==> src/rtl/lsu_ctrl.sv <==
// lsu_ctrl: load/store sequencer between the execute stage and a single-port data memory.
// Accepts one op at a time, checks alignment/range/size, strobes dmem for one cycle,
// waits MEM_LAT cycles for loads, then holds the extended result until it is taken.
// Optional build macro: LSU_PERF_CNT_EN adds saturating load/store/error counters.
module lsu_ctrl #(
    parameter int ADDR_W  = 15,
    parameter int MEM_LAT = 1
) (
    input  logic              clk,
    input  logic              rst_n,
    input  logic              req_valid,
    output logic              req_ready,
    input  logic [3:0]        req_op,
    input  logic [31:0]       req_addr,
    input  logic [31:0]       req_wdata,
    output logic              rsp_valid,
    input  logic              rsp_ready,
    output logic [31:0]       rsp_rdata,
    output logic              rsp_err,
    output logic              busy,
    output logic [ADDR_W-3:0] dmem_addr,
    output logic              dmem_rd_en,
    output logic              dmem_wr_en,
    output logic [3:0]        dmem_wr_strb,
    output logic [31:0]       dmem_wr_data,
    input  logic [31:0]       dmem_rd_data
`ifdef LSU_PERF_CNT_EN
    ,
    output logic [15:0]       load_cnt,
    output logic [15:0]       store_cnt,
    output logic [15:0]       err_cnt
`endif
);

    localparam logic [1:0] S_IDLE   = 2'd0;
    localparam logic [1:0] S_ACCESS = 2'd1;
    localparam logic [1:0] S_WAIT   = 2'd2;
    localparam logic [1:0] S_RESP   = 2'd3;

    logic [1:0]        state_q, state_d;
    logic [3:0]        op_q;
    logic [ADDR_W-1:0] addr_q;
    logic [31:0]       wdata_q;
    logic [31:0]       rdata_q, rdata_d;
    logic              err_q, err_d;
    logic [2:0]        cnt_q, cnt_d;

    logic              reqFire;
    logic              reqBad;
    logic              isStore;
    logic              inAccess;
    logic [31:0]       shifted;
    logic [31:0]       loadData;
    logic [3:0]        strb;
    logic [31:0]       wrData;

    // Only the low ADDR_W address bits are kept; the upper bits matter only for the range check at accept.
    assign reqFire  = (state_q == S_IDLE) && req_valid;
    assign reqBad   = (req_op[1:0] == 2'b11)
                   || ((req_op[1:0] == 2'b01) && req_addr[0])
                   || ((req_op[1:0] == 2'b10) && (req_addr[1:0] != 2'b00))
                   || (|req_addr[31:ADDR_W]);
    assign isStore  = op_q[3];
    assign inAccess = (state_q == S_ACCESS);

    // Align the returned word to the addressed byte and sign/zero extend by op size.
    always_comb begin
        shifted  = dmem_rd_data >> {addr_q[1:0], 3'b000};
        loadData = shifted;
        case (op_q[1:0])
            2'b00:   loadData = {{24{~op_q[2] & shifted[7]}}, shifted[7:0]};
            2'b01:   loadData = {{16{~op_q[2] & shifted[15]}}, shifted[15:0]};
            default: loadData = shifted;
        endcase
    end

    // Build byte-lane strobes and lane-replicated store data from the latched op.
    always_comb begin
        strb   = 4'b1111;
        wrData = wdata_q;
        case (op_q[1:0])
            2'b00: begin
                strb   = 4'b0001 << addr_q[1:0];
                wrData = {4{wdata_q[7:0]}};
            end
            2'b01: begin
                strb   = 4'b0011 << addr_q[1:0];
                wrData = {2{wdata_q[15:0]}};
            end
            default: begin
                strb   = 4'b1111;
                wrData = wdata_q;
            end
        endcase
    end

    // Next-state logic for the sequencer, latency counter and response registers.
    always_comb begin
        state_d = state_q;
        cnt_d   = cnt_q;
        rdata_d = rdata_q;
        err_d   = err_q;
        case (state_q)
            S_IDLE: begin
                if (req_valid) begin
                    rdata_d = 32'h0;
                    err_d   = reqBad;
                    state_d = reqBad ? S_RESP : S_ACCESS;
                end
            end
            S_ACCESS: begin
                if (isStore) begin
                    state_d = S_RESP;
                end else begin
                    cnt_d   = 3'(MEM_LAT);
                    state_d = S_WAIT;
                end
            end
            S_WAIT: begin
                if (cnt_q <= 3'd1) begin
                    rdata_d = loadData;
                    state_d = S_RESP;
                end else begin
                    cnt_d = cnt_q - 3'd1;
                end
            end
            default: begin
                if (rsp_ready) begin
                    state_d = S_IDLE;
                end
            end
        endcase
    end

    // State, counter and response registers; op/addr/data are captured on accept.
    always_ff @(posedge clk or negedge rst_n) begin
        if (!rst_n) begin
            state_q <= S_IDLE;
            cnt_q   <= 3'd0;
            rdata_q <= 32'h0;
            err_q   <= 1'b0;
            op_q    <= 4'h0;
            addr_q  <= '0;
            wdata_q <= 32'h0;
        end else begin
            state_q <= state_d;
            cnt_q   <= cnt_d;
            rdata_q <= rdata_d;
            err_q   <= err_d;
            if (reqFire) begin
                op_q    <= req_op;
                addr_q  <= req_addr[ADDR_W-1:0];
                wdata_q <= req_wdata;
            end
        end
    end

    assign req_ready    = (state_q == S_IDLE);
    assign busy         = (state_q != S_IDLE);
    assign rsp_valid    = (state_q == S_RESP);
    assign rsp_rdata    = rsp_valid ? rdata_q : 32'h0;
    assign rsp_err      = rsp_valid & err_q;
    assign dmem_rd_en   = inAccess & ~isStore;
    assign dmem_wr_en   = inAccess & isStore;
    assign dmem_addr    = inAccess ? addr_q[ADDR_W-1:2] : '0;
    assign dmem_wr_strb = dmem_wr_en ? strb : 4'b0000;
    assign dmem_wr_data = dmem_wr_en ? wrData : 32'h0;

`ifdef LSU_PERF_CNT_EN
    // Saturating event counters: loads/stores on their access cycle, errors on accept.
    always_ff @(posedge clk or negedge rst_n) begin
        if (!rst_n) begin
            load_cnt  <= 16'h0;
            store_cnt <= 16'h0;
            err_cnt   <= 16'h0;
        end else begin
            if (dmem_rd_en && (load_cnt != 16'hFFFF)) begin
                load_cnt <= load_cnt + 16'h1;
            end
            if (dmem_wr_en && (store_cnt != 16'hFFFF)) begin
                store_cnt <= store_cnt + 16'h1;
            end
            if (reqFire && reqBad && (err_cnt != 16'hFFFF)) begin
                err_cnt <= err_cnt + 16'h1;
            end
        end
    end
`endif

endmodule
==> config.mk <==
export PLATFORM = sky130hd
export DESIGN_NAME = lsu_ctrl
export DESIGN_NICKNAME = d
export VERILOG_FILES = /design/src/rtl/lsu_ctrl.sv
export SDC_FILE = /design/constraint.sdc
export NUM_CORES = 1
export LEC_CHECK = 0
export BUFFER_PORTS_ARGS = -buffer_cell sky130_fd_sc_hd__buf_2
export CORE_MARGIN = 3
export CORE_UTILIZATION = 45
export DETAILED_ROUTE_END_ITERATION = 12
export PLACE_DENSITY_LB_ADDON = 0.1
export SLEW_MARGIN = 20
export SYNTH_ARGS = -nofsm -noshare
export SYNTH_HDL_FRONTEND = slang
export SYNTH_SLANG_ARGS = --single-unit
==> constraint.sdc <==
create_clock -name clk -period 1.9 [get_ports clk]
set_input_delay 0.285 -clock clk [delete_from_list [all_inputs] [get_ports clk]]
set_output_delay 0.285 -clock clk [all_outputs]
set_load 0.01 [all_outputs]
# Word-level counts from Yosys, hierarchy flattened
# Index checks and enable logic that the tools add are counted.
[classes]
n_eq_ne = 11
shifts = 3
bitwise = 7
reduce_logical = 18
muxes = 19
n_addsub = 1
magnitude_cmp = 1
[op_table]
columns = ["cell", "count"]
rows = [
  ["case mux 32 bit (2 select lines)", 3],
  ["two-way mux 32 bit", 4],
  [">> shifter 32 x 5 -> 32 bit", 1],
  ["OR reduction 17 bit", 1],
  ["two-way mux 13 bit", 1],
  ["AND reduction 3 bit", 3],
  ["== test 2 bit, second input constant", 4],
  ["two-way mux 2 bit", 4],
  ["inequality test 2 bit, second input constant", 4],
  ["case mux 4 bit (2 select lines)", 1],
  ["nonzero test 2 bit", 4],
  ["== test 2 x 1 -> 1 bit, second input constant", 3],
  ["two-way mux 3 bit", 2],
  ["case mux 2 bit (3 select lines)", 1],
  ["case mux 3 bit (2 select lines)", 1],
  ["bitwise AND 1 bit", 5],
  ["zero test 2 bit", 2],
  ["two-way mux 4 bit", 1],
  ["nonzero test 4 bit", 1],
  ["left shift 1 x 2 -> 4 bit, first input constant", 1],
  ["left shift 2 x 2 -> 4 bit, first input constant", 1],
  ["less-or-equal comparator 3 x 1 -> 1 bit, second input constant", 1],
  ["logical AND 1 bit", 3],
  ["logical OR 1 bit", 3],
  ["4 further kinds", 5],
]
[totals]
wordCells = 67
reg_bits = 89

# Depth between registers and ports, before layout
[logic_depth]
depth_word = 8
depth_mapped = 7

# Worst setup path after synthesis
# OpenSTA, ideal clock, no wires.
[synth_timing]
kind = "register -> register"
from = "register state_q[0]"
to = "register rdata_q[24]"
t_required_ps = 1832
n_path_buf = 1
stages_incl_launch_ff = 8
path_slack_ps = -31
arrival_time_ps = 1863
period_less_slack_ps = 1931
setup_ps = 68
path_cell_list = "dfrtp_1 inv_1 ha_1 nand2b_1 nand3_1 buf_2 nor3_1 a221o_1"
[synth_via]
elab_chain_len = 3
elab_cells_between_ends = 7
cone_classes = "eq/ne (3); mux (1); reduce/logical (3)"
[synth_rtl]
columns = ["item", "line", "source"]
rows = [
  ["start, declared", "40", "logic [1:0] state_q, state_d;"],
  ["start signal, assigned", "146", "state_q <= state_d;"],
  ["zero test 2 bit (*)", "--", ""],
  ["net req_ready", "12", "output logic req_ready,"],
  ["inequality test 2 bit (no line) or nonzero test 2 bit (tied branches)", "--", ""],
  ["AND reduction 3 bit (no line)", "--", ""],
  ["end signal, assigned", "148", "rdata_q <= rdata_d;"],
  ["end, declared", "44", "logic [31:0] rdata_q, rdata_d;"],
]
# Mark *: on every way through the listed nets, which the timed path passes. The rest lies on a longest branch.
# A chain may end at the register's enable or synchronous reset.

# Worst setup path after layout
[layout_timing]
from = "register state_q[0]"
to = "output dmem_wr_strb[1]"
[layout_via]
elab_chain_len = 3
[layout_rtl]
columns = ["item", "line", "source"]
rows = [
  ["== test 2 x 1 -> 1 bit", "64", "assign inAccess = (state_q == S_ACCESS);"],
  ["bitwise AND 1 bit", "164", "assign dmem_wr_en = inAccess & isStore;"],
  ["two-way mux 4 bit", "166", "assign dmem_wr_strb = dmem_wr_en ? strb : 4'b0000;"],
  ["end, declared", "24", "output logic [3:0] dmem_wr_strb,"],
]
# Every way passes these cells.

==> results <==
- Counting both buffers and inverters, the worst setup path holds a total of 3.
- In this run the tightest slew margin relative to its limit is 0.6730.
- Yosys attributes the largest share of cell area to dfrtp_1 (45%), mux2_2 (14%), mux2i_1 (6.3%), and2_1 (5.8%), a21oi_1 (3.4%).
- The net count of the finished layout is around 800.
- The worst slack at placement is -0.06680 ns.
- The share of power burned in registers is 0.313.
- The critical setup path kind is flop to output port.
- The worst min-delay path class is input port to flop.
- The total routing usage reported by global routing is 0.2297.
- The number of max-cap violations is 0.
- The number of different library cells used by synthesis comes to 39.
- The post-DP HPWL is 10,430 um.
- The proportion of synthesized area in mux cells is 0.2092.
- The analysis attributes to net switching a power of 4.271 mW.
- Ranked by instance count, the synthesized netlist is headed by dfrtp_1 (89), mux2_2 (62), and2_1 (46), nor2_1 (41), nand2_1 (36).
- The count of H-tree levels built during CTS is 3.
- The remaining number of nets flagged by the antenna check after routing is 0.
- The critical path's top delay family is buffers and inverters.
- Compared with the post-synthesis result, the final layout area differs by 37.91%.
- Of the post-synthesis cell area, the dominant cell type holds 0.4520.
- The number of global-route vias before repair came to 4,491.
- The internal power component is roughly 6.5 mW.
- The floorplan die area is between 10,000 and 15,000 um^2.
- The number of detailed-routing iterations run before antenna repair is 4.
- Walking the worst path, the cells encountered are buf_4, ha_4, nand2_8, clkbuf_16, a21oi_4, buf_2.
- The area of placed instances is approximately 6000 um^2.
- The largest family of logic cells by synthesized area is multiplexers.
- The slowest stage of the critical path belongs to the cell dfrtp_1.
- After detailed routing, the number of vias per cell comes to 5.351.
- Entering global routing, the biggest net connects 43 pins.
- Of the total synthesized cell area, the portion taken by AND, OR, NAND and NOR gates is 0.1681.
- The number of antenna violations at the first check in global routing was 2.
- The starting density of the core is 0.4689.
- The share of total power dissipated in combinational logic is 0.549.
- The flow ran to the end, and the final reports show no timing, DRC or antenna violations.
- The number of clock sinks seen by CTS is 89.
- The worst path meets setup with 0.02616 ns of slack.
- The total setup violations reported at the end of the flow is 0.
- TritonCTS created 9 clock buffers.
- The sequential share of the synthesized area is 0.4520.
- STA classifies the critical path endpoint as an output port.
- The hold violation count in the final report was 0.
- On the worst path, the slowest cell contributes a delay of 0.38 ns.
- The most instantiated flip-flop cell in the synthesis netlist is dfrtp_1.
- Along the worst path, the maximum fanout reaches 7.
- The number of pins with negative max-slew slack in the final report was 0.
- The synthesized netlist net count is just under 600.
- For this block, the initial DRC count from the detailed router was 239.
- On the final layout, the worst clock skew is around 0.011 ns.
- The clock reaches the later pin of the worst-skew pair after 0.36 ns.
- The root buffer cell chosen for the clock tree is clkbuf_8.
- Summing over every cut layer, the via total after detailed routing is roughly 4.4k.
- Summed over all cells, the static leakage comes to roughly 3.4 nW.
- Pin placement for this block handled 191 I/O pins.
- The clock period could shrink to 1.874 ns.
- Input and output buffers added on the ports amount to 190.
- The most common cell in the synthesized netlist is dfrtp_1.
- The wire length of the first global-routing pass is 22,820 um.
- Final hold analysis gives a worst-case slack of 0.1495 ns.
- After floorplanning, the core was sized to cover 10,510 um^2.
- Of the total power, the share spent switching nets is 0.3979.
- The clock transition time at the flip-flop clock pins of the worst setup and hold paths is 0.09 ns.
- Measured along the y axis, the die boundary spans ~110 um.
- The average routed wire per standard cell is 17.59 um.
- The type of origin of the critical path is a flop.
- The number of synthesized flops with an enable pin is 0.
- The count of standard-cell rows is 37.
- Synthesis produced 485 cells.
- For this run, design rule violations remaining after detail routing come to 0.
- The worst-case IR drop observed on VDD is 0.0008146 V.
- Dividing total power by cell area gives a power density of between 1500 and 2000 nW/um^2.
- The number of warning messages in the yosys log is 0.
- The global placement routability congestion is 0.8651.
- After synthesis, the mean cell area works out to 10.16 um^2.
- Global routing finished with a remaining overflow of 0.
- The fraction of layout cells with a size suffix above 1 is 0.4964.
- The share of total power dissipated in the clock network is 0.138.
- The data required time of the worst path is 1.62 ns.
- Derived from the worst setup path, the maximum achievable clock frequency is 0.5337 GHz.
- TritonCTS built the clock tree.
- The number of buffers on the longest clock path is 2.
- Setup repair after global routing could not meet its margin everywhere.
- In this run the horizontal extent of the chip is 110.6 um.
- The pin slew with the least headroom to its limit is 0.4884 ns.
- The adder-cell share of the synthesized area is 0.01270.
- The biggest area contributor in the post-synthesis netlist is dfrtp_1.
- The post-synthesis compound-gate area fraction is 0.1183.
- Counting flops and latches in the post-synthesis netlist gives 89.
- The XOR/XNOR share of the synthesized area is 0.
- After filler insertion, the fill cell instance count of the layout stands at 886.
- The total routed wirelength is approximately 15,000 um.
- After routing the design area is 6795 um^2.
- Dividing the final minimum period by the clock period gives 0.9862.
- Summing every instance area after synthesis gives 4927 um^2.
- The async set or reset register ratio after synthesis is 1.000.
- Data arrives at the worst endpoint at 1.59 ns.
==> cells in the final DEF (no fill, tap or decap), types with 4 or more instances in the layout <==
cell type,netlist,routed
buf_6,2,9
nor2_2,1,11
a221o_1,16,16
buf_4,1,18
clkbuf_8,0,11
nor2_1,41,30
nand2b_1,4,4
and2_1,46,46
nand3b_1,8,8
nand2_1,36,34
buf_12,0,8
and3_1,8,8
a21oi_1,33,22
buf_2,3,186
o21ai_0,29,29
dfrtp_1,89,86
mux2_2,62,62
inv_1,11,10
mux2i_1,31,31
a21oi_2,0,8
==> state kept, by name, summed over array words and instances, names as in the netlist <==
name and flops:
op_q 4, cnt_q 3, addr_q 15, state_q 2, wdata_q 32, rdata_q 32, err_q 1
==> through the flow <==
stage                     total power, mW  TNS (ns)    util  instances
after floorplan                     6.747         0       -        485
after global placement              8.367         0  0.5878        799
after detailed placement            8.524   -0.9048  0.5878        799
after CTS                           10.15   -0.1399  0.6160        818
after global routing                11.50   -0.6374  0.6466        830
final                               10.73         0  0.6466        830
==> path summary, 6_finish.rpt <==
check                                    from  cells past startpoint  slack (ns)         endpoint
worst min-delay path            req_wdata[14]                      2        0.15      wdata_q[14]
worst max register to register      addr_q[1]                      6        0.07      rdata_q[17]
max in group asynchronous               rst_n                      3        0.85         cnt_q[1]
worst max-delay path               state_q[0]                      6        0.03  dmem_wr_strb[1]
min in group asynchronous               rst_n                      2        0.41      rdata_q[12]
worst min register to register     rdata_q[3]                      2        0.48       rdata_q[3]
==> area by class of cell <==
| cell class | instances | area [um^2] | share of cell area |
|---|---|---|---|
| inverters | 11 | 41.29 | 0.006076 |
| repair buffers | 227 | 1443 | 0.2123 |
| clock buffers | 11 | 151.4 | 0.02228 |
| multi-input cells | 350 | 2679 | 0.3942 |
| diodes | 1 | 2.502 | 0.0003683 |
| clock inverters | 5 | 77.57 | 0.01142 |
| well taps | 136 | 170.2 | 0.02504 |
| flip-flops and latches | 89 | 2231 | 0.3283 |
==> logic make-up (layout without fill, tap and decap cells) <==
logic type | after synthesis | after routing
compound gates | 90 | 90
fa+ha+maj | 5 | 5
buf+inv | 46 | 254
flops | 89 | 89
mux | 94 | 94
other cells | 0 | 1
simple gates | 161 | 161
==> power groups by stage <==
stage	logic (mW)	clock network, mW	registers [mW]
floorplan	3.63	0	3.11
global placement	5.05	0	3.32
detailed placement	5.16	0	3.36
CTS	5.31	1.52	3.32
global route	6.41	1.61	3.48
finish	5.89	1.48	3.36
==> per-layer routing <==
| layer | share of wire | up-vias | track usage |
|---|---|---|---|
| met5 | 0.00075 | - | 0 |
| met4 | 0.021 | 2 | 0.08046 |
| met3 | 0.072 | 23 | 0.05425 |
| met2 | 0.49 | 168 | 0.3863 |
| met1 | 0.42 | 2136 | 0.2893 |
| li1 | - | 2112 | - |
==> timing repair <==
| item | in CTS | in global routing |
|---|---|---|
| hold buffers | 1 | 0 |
| resized for setup | 11 | 45 |
| hold endpoints to repair | 28 | 0 |
| setup buffers | 2 | 7 |
| cloned | 0 | 4 |
| endpoints found under the setup margin | 53 | 101 |
| pin swaps | 1 | 3 |
Power figures use the tool's default switching activity.
